**src/rtl/box_draw_datapath.sv**
```systemverilog
// Box sweep datapath/sequencer: draws a SIZE x SIZE box, paces with DELAY, erases and bounces.
// Optional feature macro: BOX_BOUNCE_Y_EN (vertical stepping with edge bounce).
module box_draw_datapath #(
  parameter int         SIZE   = 4,
  parameter int         X_MAX  = 160,
  parameter int         Y_MAX  = 120,
  parameter int         X_INIT = 0,
  parameter int         Y_INIT = 0,
  parameter int         DELAY  = 833333,
  parameter logic [2:0] COLOUR = 3'b111,
  parameter logic [2:0] BG     = 3'b000
) (
  input  logic       clock,
  input  logic       resetn,
  input  logic       draw_req,
  input  logic       erase_req,
  input  logic       step_en,
  output logic [7:0] x_out,
  output logic [6:0] y_out,
  output logic [2:0] colour_out,
  output logic       plot,
  output logic       done
);

  localparam int CW = (SIZE > 1) ? $clog2(SIZE) : 1;
  localparam int DW = (DELAY > 1) ? $clog2(DELAY) : 1;
  localparam logic [CW-1:0] C_LAST = CW'(SIZE - 1);
  localparam logic [DW-1:0] D_LAST = DW'(DELAY - 1);
  localparam logic [7:0]    X_LIM  = 8'(X_MAX - SIZE);
  localparam logic [6:0]    Y_LIM  = 7'(Y_MAX - SIZE);
  localparam logic [6:0]    Y_FIX  = (Y_INIT > Y_MAX - SIZE) ? Y_LIM : 7'(Y_INIT);

  typedef enum logic [2:0] {S_IDLE, S_DRAW, S_WAIT, S_HOLD, S_ERASE, S_MOVE} state_t;

  // Returns {next_dir, next_pos}; at an edge the direction flips and the step goes the other way.
  function automatic logic [8:0] bounce_x(input logic [7:0] p, input logic up, input logic [7:0] lim);
    logic [8:0] r;
    if (lim == 8'd0)            r = {up, p};
    else if (up && p >= lim)    r = {1'b0, p - 8'd1};
    else if (!up && p == 8'd0)  r = {1'b1, 8'd1};
    else if (up)                r = {1'b1, p + 8'd1};
    else                        r = {1'b0, p - 8'd1};
    return r;
  endfunction

  state_t          state_q, state_d;
  logic [CW-1:0]   col_q, col_d, row_q, row_d;
  logic [DW-1:0]   dly_q, dly_d;
  logic [7:0]      pos_x_q, pos_x_d;
  logic            dir_x_q, dir_x_d;
  logic            step_q, step_d;
  logic [6:0]      pos_y_d;
  logic            last_s;
  logic            plot_d, done_d;
  logic [7:0]      x_d, x_q;
  logic [6:0]      y_d, y_q;
  logic [2:0]      colour_d, colour_q;
  logic            plot_q, done_q;
`ifdef BOX_BOUNCE_Y_EN
  logic [6:0]      pos_y_q;
  logic            dir_y_q, dir_y_d;

  function automatic logic [7:0] bounce_y(input logic [6:0] p, input logic up, input logic [6:0] lim);
    logic [7:0] r;
    if (lim == 7'd0)            r = {up, p};
    else if (up && p >= lim)    r = {1'b0, p - 7'd1};
    else if (!up && p == 7'd0)  r = {1'b1, 7'd1};
    else if (up)                r = {1'b1, p + 7'd1};
    else                        r = {1'b0, p - 7'd1};
    return r;
  endfunction
`endif

  // Next-state, sweep counters, position stepping and next output values
  always_comb begin
    state_d = state_q;
    col_d   = col_q;
    row_d   = row_q;
    dly_d   = dly_q;
    pos_x_d = pos_x_q;
    dir_x_d = dir_x_q;
    step_d  = step_q;
`ifdef BOX_BOUNCE_Y_EN
    pos_y_d = pos_y_q;
    dir_y_d = dir_y_q;
`else
    pos_y_d = Y_FIX;
`endif
    last_s = (col_q == C_LAST) && (row_q == C_LAST);
    case (state_q)
      S_IDLE, S_HOLD: begin
        if (erase_req) begin
          state_d = S_ERASE;
          step_d  = step_en;
          col_d   = '0;
          row_d   = '0;
        end else if (draw_req && state_q == S_IDLE) begin
          state_d = S_DRAW;
          col_d   = '0;
          row_d   = '0;
        end else if (!draw_req) begin
          state_d = S_IDLE;
        end else begin
          state_d = state_q;
        end
      end
      S_DRAW, S_ERASE: begin
        if (state_q == S_DRAW && !draw_req) begin
          state_d = S_IDLE;
        end else if (last_s) begin
          state_d = (state_q == S_DRAW) ? S_WAIT : S_MOVE;
          dly_d   = '0;
        end else if (col_q == C_LAST) begin
          col_d = '0;
          row_d = row_q + 1'b1;
        end else begin
          col_d = col_q + 1'b1;
        end
      end
      S_WAIT: begin
        if (!draw_req)            state_d = S_IDLE;
        else if (dly_q == D_LAST) state_d = S_HOLD;
        else                      dly_d   = dly_q + 1'b1;
      end
      S_MOVE: begin
        state_d = S_IDLE;
        if (step_q) begin
          {dir_x_d, pos_x_d} = bounce_x(pos_x_q, dir_x_q, X_LIM);
`ifdef BOX_BOUNCE_Y_EN
          {dir_y_d, pos_y_d} = bounce_y(pos_y_q, dir_y_q, Y_LIM);
`endif
        end else begin
          pos_x_d = pos_x_q;
        end
      end
      default: state_d = S_IDLE;
    endcase

    plot_d = (state_d == S_DRAW) || (state_d == S_ERASE);
    done_d = (state_d == S_HOLD);
    if (plot_d) begin
      x_d      = pos_x_d + 8'(col_d);
      y_d      = pos_y_d + 7'(row_d);
      colour_d = (state_d == S_DRAW) ? COLOUR : BG;
    end else begin
      x_d      = 8'd0;
      y_d      = 7'd0;
      colour_d = 3'd0;
    end
  end

  // State, counters, position and registered outputs
  always_ff @(posedge clock) begin
    if (!resetn) begin
      state_q  <= S_IDLE;
      col_q    <= '0;
      row_q    <= '0;
      dly_q    <= '0;
      pos_x_q  <= 8'(X_INIT);
      dir_x_q  <= 1'b1;
      step_q   <= 1'b0;
`ifdef BOX_BOUNCE_Y_EN
      pos_y_q  <= Y_FIX;
      dir_y_q  <= 1'b1;
`endif
      plot_q   <= 1'b0;
      done_q   <= 1'b0;
      x_q      <= 8'd0;
      y_q      <= 7'd0;
      colour_q <= 3'd0;
    end else begin
      state_q  <= state_d;
      col_q    <= col_d;
      row_q    <= row_d;
      dly_q    <= dly_d;
      pos_x_q  <= pos_x_d;
      dir_x_q  <= dir_x_d;
      step_q   <= step_d;
`ifdef BOX_BOUNCE_Y_EN
      pos_y_q  <= pos_y_d;
      dir_y_q  <= dir_y_d;
`endif
      plot_q   <= plot_d;
      done_q   <= done_d;
      x_q      <= x_d;
      y_q      <= y_d;
      colour_q <= colour_d;
    end
  end

  assign x_out      = x_q;
  assign y_out      = y_q;
  assign colour_out = colour_q;
  assign plot       = plot_q;
  assign done       = done_q;

endmodule

```
**config.mk**
```make
export PLATFORM = sky130hd
export DESIGN_NAME = box_draw_datapath
export DESIGN_NICKNAME = d
export VERILOG_FILES = /design/src/rtl/box_draw_datapath.sv
export SDC_FILE = /design/constraint.sdc
export NUM_CORES = 1
export LEC_CHECK = 0
export BUFFER_PORTS_ARGS = -buffer_cell sky130_fd_sc_hd__buf_2
export CAP_MARGIN = 40
export CORE_MARGIN = 5
export CORE_UTILIZATION = 35
export CTS_CLUSTER_SIZE = 16
export DETAILED_ROUTE_END_ITERATION = 16
export HOLD_SLACK_MARGIN = 0.02
export PLACE_DENSITY = 0.55
export SLEW_MARGIN = 20
export SYNTH_ARGS = -nofsm -noshare
export SYNTH_HDL_FRONTEND = slang
export SYNTH_SLANG_ARGS = --single-unit
```
**constraint.sdc**
```tcl
create_clock -name clock -period 3 [get_ports clock]
set_input_delay 0.15 -clock clock [delete_from_list [all_inputs] [get_ports clock]]
set_output_delay 0.15 -clock clock [all_outputs]
set_load 0.005 [all_outputs]
```
# Word level (Yosys, flattened, before mapping)
# Index checks and enable logic that the tools add are counted.
totals:
  reg_bits: 57
  input_bits: 5
classes:
  magnitude_cmp: 1
  n_eq_ne: 15
  addsub: 6
  mux: 32
  n_reduce_logical: 17
op_table:
  columns: ["operator", "n"]
  rows:
  - ["$mux W20", 4]
  - ["$pmux W20 S2", 1]
  - ["$mux W3", 9]
  - ["$mux W9", 3]
  - ["$add A20 B1 Y20 const B", 1]
  - ["$eq A20 B20 Y1 const B", 1]
  - ["$mux W2", 10]
  - ["$mux W8", 2]
  - ["$eq A3 B2 Y1 const B", 3]
  - ["$eq A3 B3 Y1 const B", 3]
  - ["$pmux W3 S3", 1]
  - ["$add A8 B1 Y8 const B", 1]
  - ["$add A8 B2 Y8", 1]
  - ["$ge A8 B8 Y1 const B", 1]
  - ["$logic_not A8 Y1", 1]
  - ["$ne A2 B2 Y1 const B", 4]
  - ["$pmux W2 S2", 2]
  - ["$sub A8 B1 Y8 const B", 1]
  - ["$eq A3 B1 Y1 const B", 2]
  - ["$reduce_and A2 Y1", 3]
  - ["$logic_and A1 B1 Y1", 5]
  - ["$reduce_and A5 Y1", 1]
  - ["$add A2 B1 Y2 const B", 2]
  - ["$eq A2 B2 Y1 const B", 2]
  - ["5 further kinds", 7]

# Logic depth before layout (Yosys ltp)
depth:
  ltp_word: 8
  mapped_depth: 15
  mapped_depth_nobuf: 14

# Least setup slack after synthesis
# Ideal clock, no wire load.
synth_path:
  path_type: "register -> register"
  start: "register pos_x_q[0]"
  end: "register x_q[6], in the netlist x_out[6]"
  arrival_time_ns: 2.912
  path_stages_with_launch: 13
  n_path_buf: 1
  setup_slack_ns: -0.035
  setup_ns: 0.123
  path_cell_list: "dfxtp_1 > inv_1 > ha_1 > or3b_1 > buf_6 > or3_1 > a21oi_1 > ha_1 > inv_1 > fa_1 > nor3_1 > nand3b_1 > mux2_1"
synth_between:
  elab_chain_cells: 7
synth_rtl:
  columns: ["item", "line_no", "rtl"]
  rows:
  - ["start, declared", "49", "logic [7:0] pos_x_q, pos_x_d;"]
  - ["start signal, assigned", "159", "pos_x_q <= 8'(X_INIT);"]
  - ["start signal, assigned", "176", "pos_x_q <= pos_x_d;"]
  - ["$sub A8 B1 Y8, or another cell as far along", "39, 42", null]
  - ["$mux W9 / $logic_and A1 B1 Y1 (equally long branches)", "41, 40", null]
  - ["$mux W9", "40", "else if (!up && p == 8'd0) r = {1'b1, 8'd1};"]
  - ["$mux W9", "39", "else if (up && p >= lim) r = {1'b0, p - 8'd1};"]
  - ["$mux W8", "127", "if (step_q) begin"]
  - ["$mux W8 (*)", "90", "case (state_q)"]
  - ["via pos_x_d[0]", "49", null]
  - ["$add A8 B2 Y8 (*)", "142", "x_d = pos_x_d + 8'(col_d);"]
  - ["end signal, assigned", "168", "x_q <= 8'd0;"]
  - ["end signal, assigned", "185", "x_q <= x_d;"]
  - ["end, declared", "55", "logic [7:0] x_d, x_q;"]
# The timed path passes the listed nets; every way through them passes the cells marked *.
# A chain may end at the register's enable or synchronous reset.

# Worst setup path in the final report
layout_path:
  start: "register col_q[0]"
  end: "register x_q[6], in the netlist x_out[6]"
layout_lines:
  columns: ["item", "line_no", "rtl"]
  rows:
  - ["start, declared", "47", "logic [CW-1:0] col_q, col_d, row_q, row_d;"]
  - ["start signal, assigned", "173", "col_q <= col_d;"]
  - ["$add A2 B1 Y2 / $eq A2 B2 Y1 (equally long branches)", "117, 89, 113", null]
  - ["$mux W2 / $logic_and A1 B1 Y1 (equally long branches)", "113, 89", null]
  - ["$mux W2", "110", "end else if (last_s) begin"]
  - ["$mux W2", "108", "if (state_q == S_DRAW && !draw_req) begin"]
  - ["$pmux W2 S2 (*)", "90", null]
  - ["via col_d[0]", "47", null]
  - ["$add A8 B2 Y8 (*)", "142", null]
# Marks and branches as above.

==> metrics <==
status=finished, final reports clean; Num CTS Buffers=5; most frequent cells in the layout=53 x nor2_1, 50 x dfxtp_1, 20 x buf_2; Initial Util=a little over a third; DR vias/cell=5.12; first-pass GRT wire length=approximately 11,000 um; critical path arrival=3.08 ns; H-tree Lvls=2; final-report setup violation count=0; largest family of logic cells by synthesized area=simple AND/OR/NAND/NOR gates; DRC=0; die area=~0.01 mm^2; Mean Syn Cell Area=8.20 um^2; Cell Area, Synth=roughly 0.0028 mm^2; clock sinks=50; 1st-pass router iterations=4; antenna violations before repair=0; clk buf depth=2; Synth top area share=between 30 and 40%; Leak=approximately 1.3 nW; Synth Area in XOR/XNOR=around 6.5%; GRT Total Usage=about an eighth; vias in the first global route=approximately 2,200; PwrDens=slightly below 400 mW/mm^2; post-synthesis sequential area ratio=a little over a third; dpl cells=roughly 460; Detail Route Antenna Nets=0; Hold Vio Cnt, Final=0; Yosys cell types=61; maximum clock frequency=0.346 GHz; mux cell area share after synthesis=2.35%; floorplan row count=32; Post-CTS Hold Buffers=0; grt total ovfl=0; via count=between 2,000 and 2,500; Setup Skew=~0.011 ns; Top-Level Pins=25; routed len/inst=between 10 and 15 um; post-synthesis simple-gate area fraction=a little under a third; clk_lat worst skew=~0.31 ns; CTS tree=built; Async SR Flop Fraction=0%; Worst-Margin Slew=0.656 ns; fillcell total=820; YS warnings=0; CP Launch Type=register; min cycle time layout=roughly 2.9 ns; die width=approximately 100 um; Port Buffer Count=19; max-slew violation count=0; initial DRC count=58; Final GP Congestion=about 0.86; clk slew on worst S/H paths=~0.1 ns; layout cells sized above 1=17.6%; Layout Cells excl Fill=approximately 470; Post-Place Setup Slack=~0.010 ns; most common cell after layout, fill and taps aside=nor2_1; Final HPWL DP=~4700 um; Cells after Synth=approximately 350; Critical Path RT=3.20 ns; ranking of synthesized cells by area=dfxtp_1 35%, nor2_1 7.0%, xor2_1 3.7%, ha_1 3.5%, a21oi_1 3.4%; Nets=~380; Setup crit end kind=register; CTS Root Cell=clkbuf_8; Synth Area in Adders=approximately 4.2%; predominant post-synthesis flop cell=dfxtp_1; synthesis-stage register bit count=50; final WL=6450 um; worst min path class=in -> reg; relative slew slack=56.3%; worst setup slack after layout=between 0.1 and 0.15 ns; Syn-to-layout area delta=13.6%; # diodes=0; core area=0.00781 mm^2; compound-gate portion of the synthesized area=approximately 13%; kind of critical path=reg -> reg; chip height=~100 um; Max-Cap Viols=0; EDFF count, synth=0; final worst path period share=roughly 96%; worst vdd ir=between 0.2 and 0.25 mV; CP max FO=4; largest net degree at the start of global routing=19; Yosys top cell by area=dfxtp_1
[per-stage QoR]
stage | hold WS (ns) | utilization [%] | area [um^2] | power [mW] | TNS (ns)
final | 0.0727 | 41.2 | 3210 | 1.25 | 0
after global routing | 0.119 | 41.2 | 3210 | 1.31 | -0.0246
after CTS | 0.0698 | 40.7 | 3170 | 1.27 | 0
after detailed placement | 0.398 | 39.1 | 3050 | 0.778 | 0
after global placement | 0.392 | 39.1 | 3050 | 0.778 | 0
after floorplan | 0.236 | - | 2850 | 0.755 | 0
[state kept, by name, summed over array words and instances (netlist names)]
name and count:
row_q 2, dir_x_q 1, step_q 1, done 1, y_out 2, dly_q 20
col_q 2, state_q 3, plot 1, colour_out 1, pos_x_q 8, x_out 8
[logic make-up after synthesis]
logic type | Yosys count
buffers and inverters | 42
XOR/XNOR | 21
AO/OA/AOI/OAI | 58
adder cells (fa/ha/maj) | 9
multiplexers | 6
flip-flops | 50
AND/OR/NAND/NOR | 158
other | 1
[cells in the mapped netlist, types with 4 or more instances]
library cell and count:
buf_4 8, nor2b_1 6, and3_1 4, nor2_1 53, mux2i_1 4, and2_1 11
buf_2 4, dfxtp_1 50, nand2b_1 6, nor3_1 15, clkbuf_1 11, ha_1 8
xor2_1 12, o21ai_0 11, a21oi_1 19, inv_1 17, nand3_1 14, nand3b_1 5
or3_1 7, xnor2_1 9, nand2_1 15
[cell type report]
| class | instances | area (um^2) | share of cell area (%) |
|---|---|---|---|
| Inverter | 17 | 63.8 | 1.99 |
| Multi-Input combinational cell | 257 | 1670 | 52.1 |
| Sequential cell | 50 | 1000 | 31.2 |
| Tap cell | 102 | 128 | 3.97 |
| Clock buffer | 5 | 68.8 | 2.14 |
| Clock inverter | 3 | 43.8 | 1.36 |
| Timing Repair Buffer | 38 | 235 | 7.32 |
[critical path, cell delays in order, from the launching register on]
cell and delay, ns:
dfxtp_1 0.39, ha_1 0.24, nand2_1 0.16, a2bb2oi_1 0.19, o22ai_1 0.11, a21boi_2 0.28, a22o_1 0.23, ha_2 0.20
inv_1 0.05, fa_2 0.36, nor3_2 0.15, nand3b_1 0.11, mux2_1 0.32
[where the power goes]
group          leakage (nW)  switching [mW]  internal [mW]  total, mW
clock network        0.0585           0.238          0.250      0.488
logic                 0.852          0.0512         0.0348     0.0860
registers             0.404         0.00940          0.671      0.681
total                  1.31           0.299          0.956       1.25
[worst paths after layout]
path | depth (start not counted) | start | to | slack [ns]
min reg2reg | 2 | dly_q[10]$_SDFFE_PN0P_ | dly_q[10]$_SDFFE_PN0P_ | 0.49
max reg2reg | 12 | col_q[0]$_SDFF_PN0_ | x_out[6]$_SDFF_PN0_ | 0.11
max | 12 | col_q[0]$_SDFF_PN0_ | x_out[6]$_SDFF_PN0_ | 0.11
min | 3 | step_en | step_q$_SDFFE_PN0P_ | 0.07
[timing repair]
item	CTS	global route
gates cloned	0	0
buffers inserted	0	1
setup endpoints to repair	1	4
pin swaps	0	1
resized for setup	2	7
[layer usage]
metal	up-vias	GRT usage (%)	routed length, um
li1	1232	-	-
met1	1135	18.9	3210
met2	42	20.0	2900
met3	8	2.64	221
met4	0	4.73	117
met5	-	0	0
(Power assumes the default switching activity.)
